File: config.mk
export PLATFORM = sky130hd
export DESIGN_NAME = gpio_irq
export DESIGN_NICKNAME = d
export VERILOG_FILES = /design/src/rtl/gpio_irq.sv
export SDC_FILE = /design/constraint.sdc
export NUM_CORES = 1
export LEC_CHECK = 0
export ABC_AREA = 1
export CORE_MARGIN = 1.5
export CORE_UTILIZATION = 46
export DETAILED_ROUTE_END_ITERATION = 12
export HOLD_SLACK_MARGIN = 0.15
export PLACE_DENSITY_LB_ADDON = 0.12
export SLEW_MARGIN = 20
export SYNTH_ARGS = -nofsm -noshare
export SYNTH_HDL_FRONTEND = slang
export SYNTH_SLANG_ARGS = --single-unit
File: constraint.sdc
create_clock -name clk -period 1.3 [get_ports clk]
set_input_delay 0.195 -clock clk [delete_from_list [all_inputs] [get_ports clk]]
set_output_delay 0.195 -clock clk [all_outputs]
set_load 0.05 [all_outputs]
File: src/rtl/gpio_irq.sv
// gpio_irq: parametrised GPIO slave with per-pin direction,
// atomic output ops and edge-capture interrupt.
module gpio_irq #(
    parameter int NUM_IO      = 16,
    parameter int SYNC_STAGES = 2
) (
    input  logic              clk,
    input  logic              rst,
    input  logic              we_i,
    input  logic [31:0]       addr_i,
    input  logic [31:0]       data_i,
    output logic [31:0]       data_o,
    input  logic [NUM_IO-1:0] io_pin_i,
    output logic [NUM_IO-1:0] io_out_o,
    output logic [NUM_IO-1:0] io_oe_o,
    output logic              irq_o
);

    localparam logic [5:0] OFF_DIR  = 6'd0;
    localparam logic [5:0] OFF_OUT  = 6'd1;
    localparam logic [5:0] OFF_IN   = 6'd2;
    localparam logic [5:0] OFF_RISE = 6'd3;
    localparam logic [5:0] OFF_FALL = 6'd4;
    localparam logic [5:0] OFF_STAT = 6'd5;
    localparam logic [5:0] OFF_SET  = 6'd6;
    localparam logic [5:0] OFF_CLR  = 6'd7;
    localparam logic [5:0] OFF_TGL  = 6'd8;

    logic [SYNC_STAGES-1:0][NUM_IO-1:0] sync_q;
    logic [NUM_IO-1:0] prev_q;
    logic [NUM_IO-1:0] dir_q, dir_d;
    logic [NUM_IO-1:0] out_q, out_d;
    logic [NUM_IO-1:0] rise_q, rise_d;
    logic [NUM_IO-1:0] fall_q, fall_d;
    logic [NUM_IO-1:0] status_q, status_d;

    logic [5:0]        off;
    logic [NUM_IO-1:0] wdata;
    logic [NUM_IO-1:0] sync;
    logic [NUM_IO-1:0] rise_ev;
    logic [NUM_IO-1:0] fall_ev;
    logic [NUM_IO-1:0] clr_mask;
    logic [31:0]       rdata;
    logic              unused_ok;

    assign off   = addr_i[7:2];
    assign wdata = data_i[NUM_IO-1:0];
    assign sync  = sync_q[SYNC_STAGES-1];

    // Only the word offset and the low NUM_IO data bits matter.
    assign unused_ok = ^{addr_i[31:8], addr_i[1:0], data_i};

    assign rise_ev = sync & ~prev_q & rise_q;
    assign fall_ev = ~sync & prev_q & fall_q;

    // Input synchroniser chain plus one-cycle history for edge detect.
    always_ff @(posedge clk or negedge rst) begin
        if (!rst) begin
            sync_q <= '0;
            prev_q <= '0;
        end else begin
            if (SYNC_STAGES > 1) begin
                for (int i = SYNC_STAGES - 1; i > 0; i--) begin
                    sync_q[i] <= sync_q[i-1];
                end
            end
            sync_q[0] <= io_pin_i;
            prev_q    <= sync;
        end
    end

    // Register writes; STATUS set terms override a same-cycle W1C.
    always_comb begin
        dir_d    = dir_q;
        out_d    = out_q;
        rise_d   = rise_q;
        fall_d   = fall_q;
        clr_mask = '0;
        if (we_i) begin
            case (off)
                OFF_DIR:  dir_d    = wdata;
                OFF_OUT:  out_d    = wdata;
                OFF_RISE: rise_d   = wdata;
                OFF_FALL: fall_d   = wdata;
                OFF_STAT: clr_mask = wdata;
                OFF_SET:  out_d    = out_q | wdata;
                OFF_CLR:  out_d    = out_q & ~wdata;
                OFF_TGL:  out_d    = out_q ^ wdata;
                default:  ;
            endcase
        end
        status_d = (status_q & ~clr_mask) | rise_ev | fall_ev;
    end

    // Control and status register state.
    always_ff @(posedge clk or negedge rst) begin
        if (!rst) begin
            dir_q    <= '0;
            out_q    <= '0;
            rise_q   <= '0;
            fall_q   <= '0;
            status_q <= '0;
        end else begin
            dir_q    <= dir_d;
            out_q    <= out_d;
            rise_q   <= rise_d;
            fall_q   <= fall_d;
            status_q <= status_d;
        end
    end

    // Zero-wait-state read mux; unused upper bits read as zero.
    always_comb begin
        rdata = '0;
        case (off)
            OFF_DIR:  rdata[NUM_IO-1:0] = dir_q;
            OFF_OUT:  rdata[NUM_IO-1:0] = out_q;
            OFF_IN:   rdata[NUM_IO-1:0] = sync;
            OFF_RISE: rdata[NUM_IO-1:0] = rise_q;
            OFF_FALL: rdata[NUM_IO-1:0] = fall_q;
            OFF_STAT: rdata[NUM_IO-1:0] = status_q;
            default:  rdata = '0;
        endcase
    end

    assign data_o   = rdata;
    assign io_out_o = out_q;
    assign io_oe_o  = dir_q;
    assign irq_o    = |(status_q & (rise_q | fall_q));

endmodule

==> impl_results.md, run 1 <==
* Endpoints failing setup at 32
* Die height at 124 µm
* Area leader, netlist: dfrtp_1
* Synth area leaders: dfrtp_1 48%, nand2_1 11%, nor2_1 6.6%
* Routed len/inst at 17.1 µm
* Max-cap violations at 0
* Synth warn at 0
* Failing checks: setup timing
* Fin worst setup slack at -0.461 ns
* Share of the synthesized area in the top cell type at between 40% and 50%
* Final Slew Violations at 0
* Final-report hold violation count at 0
* Total I/O pin count at about 150
* Remaining DRCs at 0
* Critical Path RT at 1.11 ns
* GRT overflow at 0
* Global-route wire length before repair at around 33000 µm
* Initial Utilization at a little under half
* Worst EP arrival at 1.57 ns
* Status: complete, but fails checks
* Static Leak at 4.94 nW
* #FFs+latches synth at 128
* Die width at 124 µm
* Diode count at 0
* Clk buf depth at 2
* Total CTS buffers at 17
* Critical-path cell list: o21ai_1 -> nand4_1 -> nor2_1 -> nand2_1 -> buf_6
* Final #Nets at 1170
* Synthesis-to-finish area growth at 58.1%
* Asr flop ratio synth at 100%
* Worst vdd ir at 0.00102 V
* Via density at roughly 5.3
* Critical-path maximum fanout at 4
* First-pass DRT Iterations at 8
* Synthesized area per cell at 8.01 µm²
* Placeable Area at 14000 µm²
* Crit Path Category: reg -> out
* Setup Skew at 0.00543 ns
* Post-synth EDFFs at 0
* Clock slew at reported path FFs at 0.06 ns
* Top-count cell post-synth: nand2_1
* Num rows at 43
* Gate count of the mapped netlist at roughly 840
* WHS at 0.191 ns
* Worst Hold Class: in -> async
* CTS tree: built
* Worst setup EP type: output port
* Detailed placement HPWL at approximately 14000 µm
* Fmax at 568 MHz
* Routed wire length at 21300 µm
* GRT Total Usage at 28.8%
* Met2 Usage GRT at 45.4%
* GRT Max-Usage Layer: met2
* Initial antenna violation count at 0
* Period utilisation layout at 135%
* DR iter-0 viols at 496
* Root buffer cell: clkbuf_16
* Syn Std Cell Area at 6690 µm²
* Largest net degree at the start of global routing at 45
* CP delay by family, top: flip-flops
* Met3 GRT Util at 6.41%
* RSZ-0062 raised after global routing: yes
* Antenna-violating nets left at 0
* Routability cong. at 0.893
* Crit path time final at 1.76 ns
* Pwr dens at 1310 nW/µm²
* Prevailing post-synth register cell: dfrtp_1
* Setup crit start kind: flip-flop
* M1 GR Usage at 39.4%
* Synth cell count leaders: 192 x nand2_1, 128 x dfrtp_1, 118 x nor2_1, 88 x inv_1, 50 x nand3_1
* Cell variety after synth at 26
* Share of layout cells above drive strength 1 at 35.2%
* Buf/Inv on CP at 1
* H-Tree Depth at 4
* Vias in the first global route at about 6400
* Place WS at -0.768 ns
* Routed via count at about 6600
* Seq/Total Area, Yosys at 47.9%
* Buffers on Ports at ~90
* Clock Latency Late Sink at between 0.4 and 0.5 ns
* Die area at 15300 µm²
* Max stage delay cell, worst path: dfrtp_1
* CTS sink cnt at 128
* CP peak stage delay at 0.43 ns
-- layer usage --
metal	part of all wire, %	vias up
met5	0	-
met4	2.5	0
met3	7.6	50
met2	47	305
met1	42	3152
li1	-	3053
-- through the flow --
stage	cells	utilization, %	setup TNS, ns	cell area, µm²	power, W
finish	1247	75.3	-6.49	10600	0.0138
floorplan	850	-	-1.59	6890	0.00659
global placement	1175	64.7	-58.96	9080	0.00849
CTS	1230	71.9	-6.33	10100	0.0134
global route	1247	75.3	-8.06	10600	0.0144
detailed placement	1175	64.7	-61.97	9080	0.00860
-- path summary, 6_finish.rpt --
path,start,to,slack (ns),cells past startpoint
min in group clk,io_pin_i[1],sync_q[1],0.20,1
setup / recovery,fall_q[6],irq_o,-0.46,5
setup reg to reg,io_out_o[8],io_out_o[8],-0.08,10
hold / removal,rst,sync[4],0.19,2
max in group asynchronous,rst,io_out_o[13],0.56,3
hold reg to reg,sync_q[5],sync[5],0.34,0
-- power breakdown --
group          internal (W)  leakage, nW  total (W)  switching (W)
clock               0.00267        0.274    0.00451        0.00184
combinational       0.00208         3.14    0.00434        0.00226
sequential          0.00446         1.53    0.00498       0.000513
-- flip-flops by register name (all words and copies together), names as in the netlist --
signal    flops
prev_q       16
io_oe_o      16
io_out_o     16
sync_q       16
status_q     16
fall_q       16
rise_q       16
sync         16
-- area by class of cell --
type | instances | area (µm²)
Inverter | 110 | 433
Clock inverter | 12 | 110
Sequential cell | 128 | 3220
Multi-Input combinational cell | 568 | 3290
Tap cell | 180 | 225
Clock buffer | 19 | 443
Timing Repair Buffer | 230 | 2860
Fill cell | 948 | 3460
-- cell families after synthesis --
| family | after synthesis | synth area share, % |
|---|---|---|
| AND/OR/NAND/NOR | 411 | 26.8 |
| AO/OA/AOI/OAI | 109 | 8.53 |
| buffers and inverters | 154 | 10.8 |
| adder cells (fa/ha/maj) | 32 | 5.98 |
| other | 1 | 0.0560 |
| flip-flops | 128 | 47.9 |
-- placed cells by master, fill, tap and decap left out, types with 7 or more instances in the layout --
master             n
a21oi_1            9
a21oi_2            8
a22oi_2            9
buf_12            65
buf_4             70
buf_6             57
clkbuf_16         18
clkdlybuf4s50_1   33
clkinv_1          13
conb_1            16
dfrtp_1          111
dfrtp_2           17
ha_1              22
ha_4               9
inv_1             59
inv_2             30
inv_4              8
nand2_1          178
nand2_2           15
nand3_1           42
nand3_2            7
nand3b_1          10
nand4_1           18
nor2_1           102
nor2_2            11
nor2_4            14
o21ai_0           31
o21ai_1           43
o21ai_2            7
-- repair_timing --
action                                  in CTS  in global routing
endpoints found under the hold margin      128                  0
resized for setup                          126                 97
hold buffers                                 1                  0
endpoints found under the setup margin     112                 51
gates cloned                                 0                  1
buffers inserted                            31                 24
pin swaps                                   41                 56
No activity file was read; power rests on OpenSTA's default activity.
==> run 2: changes to the inputs <==
CORE_UTILIZATION = 48   (was 46)
CTS_BUF_LIST = sky130_fd_sc_hd__clkbuf_8   (was not set)
==> impl_results.md, run 2 (synthesis gave the netlist of run 1 again) <==
* Static Leak at 4.94 nW (about the same)
* Diode count at 0 (unchanged)
* Clk buf depth at 2 (unchanged)
* Clock Power Share at 27.2% (was 32.6%)
* DR iter-0 viols at 514 (was 496)
* Clock Latency Late Sink at 0.46 ns (was 0.43 ns)
* Worst Hold End: sync_q[2]
* Detailed placement HPWL at 14300 µm (was 14400 µm)
* Largest net degree at the start of global routing at 90 (was 45)
* Antenna-violating nets left at 0 (unchanged)
* Remaining DRCs at 0 (unchanged)
* Total CTS buffers at 17 (unchanged)
* Place WS at -0.779 ns (was -0.768 ns)
* CP peak stage delay at 0.41 ns (was 0.43 ns)
* RSZ-0062 raised after global routing: yes (unchanged)
* Reg2reg setup slack at 0.02 ns (was -0.08 ns)
* CTS sink cnt at 128 (unchanged)
* Final #Nets at 1182 (was 1170)
* Routed via count at 6520 (was 6560)
* Pwr Total at 0.0128 W (was 0.0138 W)
* Actual slew at the worst max-slew pin at approximately 0.5 ns
* Setup Skew at 0.00881 ns (was 0.00543 ns)
* Hold Path Cell Cnt at 1
* Die area at 14700 µm² (was 15300 µm²)
* Critical Path RT at 1.11 ns (about the same)
* Period utilisation layout at 136% (was 135%)
* H-Tree Depth at 4 (unchanged)
* Sequential Power Share at 39.0% (was 36.0%)
* Worst vdd ir at 0.000768 V (was 0.00102 V)
* Rel. slew slack at 66.4%
* Critical-path maximum fanout at 2 (was 4)
* Routed wire length at 21500 µm (was 21300 µm)
* Final-report hold violation count at 0 (unchanged)
* Fmax at 566 MHz (was 568 MHz)
* Post-route cell area at 10500 µm² (was 10600 µm²)
* Placeable Area at 13400 µm² (was 14000 µm²)
* Worst Hold Class: in -> reg (was in -> async)
* Worst setup EP type: output port (unchanged)
* FF-to-FF Start: io_out_o[10] (was io_out_o[8])
* Root buffer cell: clkbuf_8 (was clkbuf_16)
* Final Slew Violations at 0 (unchanged)
* Synthesis-to-finish area growth at 57.6% (was 58.1%)
* Share of layout cells above drive strength 1 at 38.0% (was 35.2%)
* Die width at 121 µm (was 124 µm)
* Die height at 121 µm (was 124 µm)
* Clock slew at reported path FFs at 0.08 ns (was 0.06 ns)
* Status: complete, but fails checks (unchanged)
* Initial Utilization at 49.9% (was 47.7%)
* Failing checks: setup timing (unchanged)
* Routed len/inst at 17.1 µm (about the same)
* Critical-path cell list: o21ai_2 -> nand4_1 -> nor2_2 -> nand2_1 -> buf_6 (was o21ai_1 -> nand4_1 -> nor2_1 -> nand2_1 -> buf_6)
* Max stage delay cell, worst path: dfrtp_1 (unchanged)
* CTS tree: built (unchanged)
* Register area at 3230 µm² (was 3220 µm²)
* Worst EP arrival at 1.57 ns (about the same)
* Most common cell after layout, fill and taps aside: nand2_1 (unchanged)
* Initial antenna violation count at 0 (unchanged)
* Reg2reg end: io_out_o[10] (was io_out_o[8])
* Crit path time final at 1.77 ns (was 1.76 ns)
* Vias in the first global route at 6523 (was 6413)
* Endpoints failing setup at 39 (was 32)
* Global-route wire length before repair at 33000 µm (about the same)
* Max-cap violations at 0 (unchanged)
* Combinational Power Share at 33.8% (was 31.4%)
* Num rows at 42 (was 43)
* Fin worst setup slack at -0.466 ns (was -0.461 ns)
* Total I/O pin count at 148 (unchanged)
* GRT overflow at 0 (unchanged)
* CP delay by family, top: flip-flops (unchanged)
* GRT Total Usage at 29.6% (was 28.8%)
* Via density at 5.19 (was 5.26)
* P_sw at 0.00454 W (was 0.00461 W)
* HP Start: io_pin_i[2]
* Setup crit start kind: flip-flop (unchanged)
* Most frequent cells in the layout: 177 x nand2_1, 109 x dfrtp_1, 83 x nor2_1 (was 178 x nand2_1, 111 x dfrtp_1, 102 x nor2_1)
* Buffers on Ports at 89 (unchanged)
* Pwr dens at 1210 nW/µm² (was 1310 nW/µm²)
* Internal at 0.00826 W (was 0.00921 W)
* # fillers at 889 (was 948)
* Placed Area at 9070 µm² (was 9080 µm²)
* First-pass DRT Iterations at 5 (was 8)
* Routability cong. at 0.894 (was 0.893)
* Buf/Inv on CP at 1 (unchanged)
* Sw Share at 35.4% (was 33.4%)
* Area of the multi-input gates at 3370 µm² (was 3290 µm²)
* Crit Path Category: reg -> out (unchanged)
* Reg2reg path depth at 9 (was 10)
run 2: cell type report:
cell class                      instances  share of cell area, %
Multi-Input combinational cell        568                   31.9
Sequential cell                       128                   30.6
Timing Repair Buffer                  242                   27.5
Inverter                              110                   4.20
Clock buffer                           17                   2.22
Tap cell                              176                   2.09
Clock inverter                         15                   1.52
run 2: worst max-delay path by stage:
stage / end / cells after the start / start
after floorplan: data_o[3] / 8 / addr_i[7]
after global placement: data_o[8] / 11 / addr_i[3]
after detailed placement: data_o[8] / 11 / addr_i[3]
after CTS: irq_o / 5 / rise_q[15]
after global routing: irq_o / 5 / fall_q[1]
final: irq_o / 5 / fall_q[15]
run 2: metal layers:
| layer | vias to the layer above | share of wire, % | GRT usage, % | wire length, µm |
|---|---|---|---|---|
| met5 | - | 0 | 0 | 0 |
| met4 | 0 | 2.3 | 8.16 | 486 |
| met3 | 36 | 7.1 | 5.92 | 1530 |
| met2 | 263 | 49 | 49.3 | 10500 |
| met1 | 3153 | 42 | 39.3 | 8990 |
| li1 | 3068 | - | - | - |
run 2: power by group through the flow:
stage	combinational, W	clock (W)	sequential (W)
2_1_floorplan	0.00105	0	0.00554
3_3_place_gp	0.00354	0	0.00495
3_5_place_dp	0.00361	0	0.00497
4_1_cts	0.00393	0.00353	0.00495
5_1_grt	0.00463	0.00371	0.00503
6_report	0.00433	0.00349	0.00499
run 2: stage by stage:
step                      TNS, ns  hold WS (ns)  utilization (%)  instances
after floorplan             -1.59        -0.101                -        850
after global placement     -58.83         0.194             67.7       1179
after detailed placement   -61.55         0.198             67.7       1179
after CTS                   -7.87         0.151             74.5       1239
after global routing       -10.29         0.150             78.7       1256
final                       -8.05         0.172             78.7       1256
run 2: what timing repair did:
action | in CTS | in global routing
resized for setup | 142 | 124
gates cloned | 1 | 2
setup buffers | 30 | 24
hold buffers | 2 | 3
endpoints found under the hold margin | 129 | 3
setup endpoints to repair | 122 | 58
pin swaps | 44 | 55
==> run 3: changes to the inputs <==
PLACE_DENSITY_LB_ADDON = 0.15   (was 0.12)
==> impl_results.md, run 3 (synthesis gave the netlist of run 1 again) <==
* Status: complete, but fails checks (unchanged)
* Failing checks: setup timing (unchanged)
* Max stage delay cell, worst path: dfrtp_1 (unchanged)
* Setup Skew at 0.00920 ns (was 0.00881 ns)
* Placed cells at 1175 (was 1179)
* First-pass DRT Iterations at 5 (unchanged)
* Total I/O pin count at 148 (unchanged)
* Pwr Total at 0.0129 W (was 0.0128 W)
* Fmax at 564 MHz (was 566 MHz)
* Die width at 121 µm (unchanged)
* Synthesis-to-finish area growth at 56.8% (was 57.6%)
* Buf/Inv on CP at 2 (was 1)
* Setup crit start kind: flip-flop (unchanged)
* Antenna-violating nets left at 0 (unchanged)
* Most frequent cells in the layout: 183 x nand2_1, 110 x dfrtp_1, 100 x nor2_1 (was 177 x nand2_1, 109 x dfrtp_1, 83 x nor2_1)
* # fillers at 861 (was 889)
* Largest net degree at the start of global routing at 33 (was 90)
* Routed via count at 6692 (was 6520)
* Global-route wire length before repair at 34100 µm (was 33000 µm)
* Period utilisation layout at 136% (about the same)
* Via density at 5.32 (was 5.19)
* Total CTS buffers at 17 (unchanged)
* RSZ-0062 raised after global routing: yes (unchanged)
* Initial antenna violation count at 0 (unchanged)
* Clock Latency Late Sink at 0.45 ns (was 0.46 ns)
* Endpoints failing setup at 43 (was 39)
* Worst EP arrival at 1.58 ns (was 1.57 ns)
* GRT overflow at 0 (unchanged)
* CP delay by family, top: flip-flops (unchanged)
* Critical-path cell list: inv_2 -> nor2_2 -> a21oi_1 -> nand4_1 -> buf_12 (was o21ai_2 -> nand4_1 -> nor2_2 -> nand2_1 -> buf_6)
* Worst vdd ir at 0.000868 V (was 0.000768 V)
* Final #Nets at 1183 (was 1182)
* Share of layout cells above drive strength 1 at 36.9% (was 38.0%)
* Remaining DRCs at 0 (unchanged)
* Routed len/inst at 17.9 µm (was 17.1 µm)
* Initial Utilization at 49.9% (unchanged)
* Worst Hold Class: in -> reg (unchanged)
* Placeable Area at 13400 µm² (unchanged)
* Max-cap violations at 0 (unchanged)
* Vias in the first global route at 6707 (was 6523)
* H-Tree Depth at 4 (unchanged)
* Buffers on Ports at 89 (unchanged)
* Final Slew Violations at 0 (unchanged)
* Detailed placement HPWL at 14700 µm (was 14300 µm)
* Clock slew at reported path FFs at 0.08 ns (about the same)
* WHS at 0.177 ns (was 0.172 ns)
* Diode count at 0 (unchanged)
* CTS tree: built (unchanged)
* Routability cong. at 0.940 (was 0.894)
* Die area at 14700 µm² (unchanged)
* Post-route cell area at 10500 µm² (about the same)
* Die height at 121 µm (unchanged)
* Layout Cells excl Fill at 1257 (was 1256)
* Num rows at 42 (unchanged)
* Root buffer cell: clkbuf_8 (unchanged)
* Crit path time final at 1.77 ns (about the same)
* Crit Path Category: reg -> out (unchanged)
* Pwr dens at 1230 nW/µm² (was 1210 nW/µm²)
* CTS sink cnt at 128 (unchanged)
* Placed Area at 9050 µm² (was 9070 µm²)
* CP peak stage delay at 0.43 ns (was 0.41 ns)
* GRT Total Usage at 30.7% (was 29.6%)
* Critical Path RT at 1.11 ns (about the same)
* Static Leak at 4.93 nW (was 4.94 nW)
* Worst setup EP type: output port (unchanged)
* Critical-path maximum fanout at 3 (was 2)
* Most common cell after layout, fill and taps aside: nand2_1 (unchanged)
* Final-report hold violation count at 0 (unchanged)
* Clk buf depth at 2 (unchanged)
* Fin worst setup slack at -0.474 ns (was -0.466 ns)
* DR iter-0 viols at 604 (was 514)
* Routed wire length at 22500 µm (was 21500 µm)
[run 3: final cells by class]
class / count / area [µm²] / share of cell area [%]
timing repair inverter: 1 / 8.76 / 0.0835
sequential: 128 / 3230 / 30.7
multi-input combinational: 568 / 3320 / 31.6
inverter: 110 / 430 / 4.10
clock buffer: 19 / 262 / 2.49
timing repair buffer: 242 / 2910 / 27.7
tap: 176 / 220 / 2.10
clock inverter: 13 / 123 / 1.17
[run 3: where the power goes]
group          switching, W  leakage, nW  total (W)  internal (W)
clock network       0.00162        0.207    0.00340       0.00177
logic               0.00234         3.20    0.00451       0.00216
registers          0.000507         1.53    0.00496       0.00446
[run 3: what timing repair did]
action	4_1_cts	5_1_grt
gates cloned	1	3
hold endpoints to repair	128	0
endpoints found under the setup margin	120	62
resized for setup	123	103
pin swaps	44	45
hold buffers	1	0
setup buffers	34	24
[run 3: per-layer routing]
metal / up-vias / share of wire [%] / global-route usage, %
met1: 3202 / 41 / 40.9
li1: 3076 / - / -
met3: 55 / 7.8 / 6.86
met2: 359 / 49 / 49.3
met4: 0 / 2.7 / 11.3
met5: - / 0 / 0
[run 3: stage by stage]
stage	util (%)	setup TNS (ns)	setup WS, ns
6_report	78.3	-7.88	-0.474
5_1_grt	78.3	-9.96	-0.544
4_1_cts	74.4	-7.59	-0.462
3_5_place_dp	67.6	-60.16	-0.774
3_3_place_gp	67.6	-54.76	-0.712
2_1_floorplan	-	-1.59	-0.219
[run 3: worst paths after layout]
check,startpoint,endpoint,slack (ns),cells after the start
setup reg to reg,io_out_o[5],io_out_o[5],-0.03,9
max in group asynchronous,rst,sync[9],0.55,3
setup / recovery,rise_q[2],data_o[2],-0.47,5
hold reg to reg,sync_q[14],sync[14],0.35,0
hold / removal,io_pin_i[6],sync_q[6],0.18,1
min in group asynchronous,rst,sync[4],0.22,2
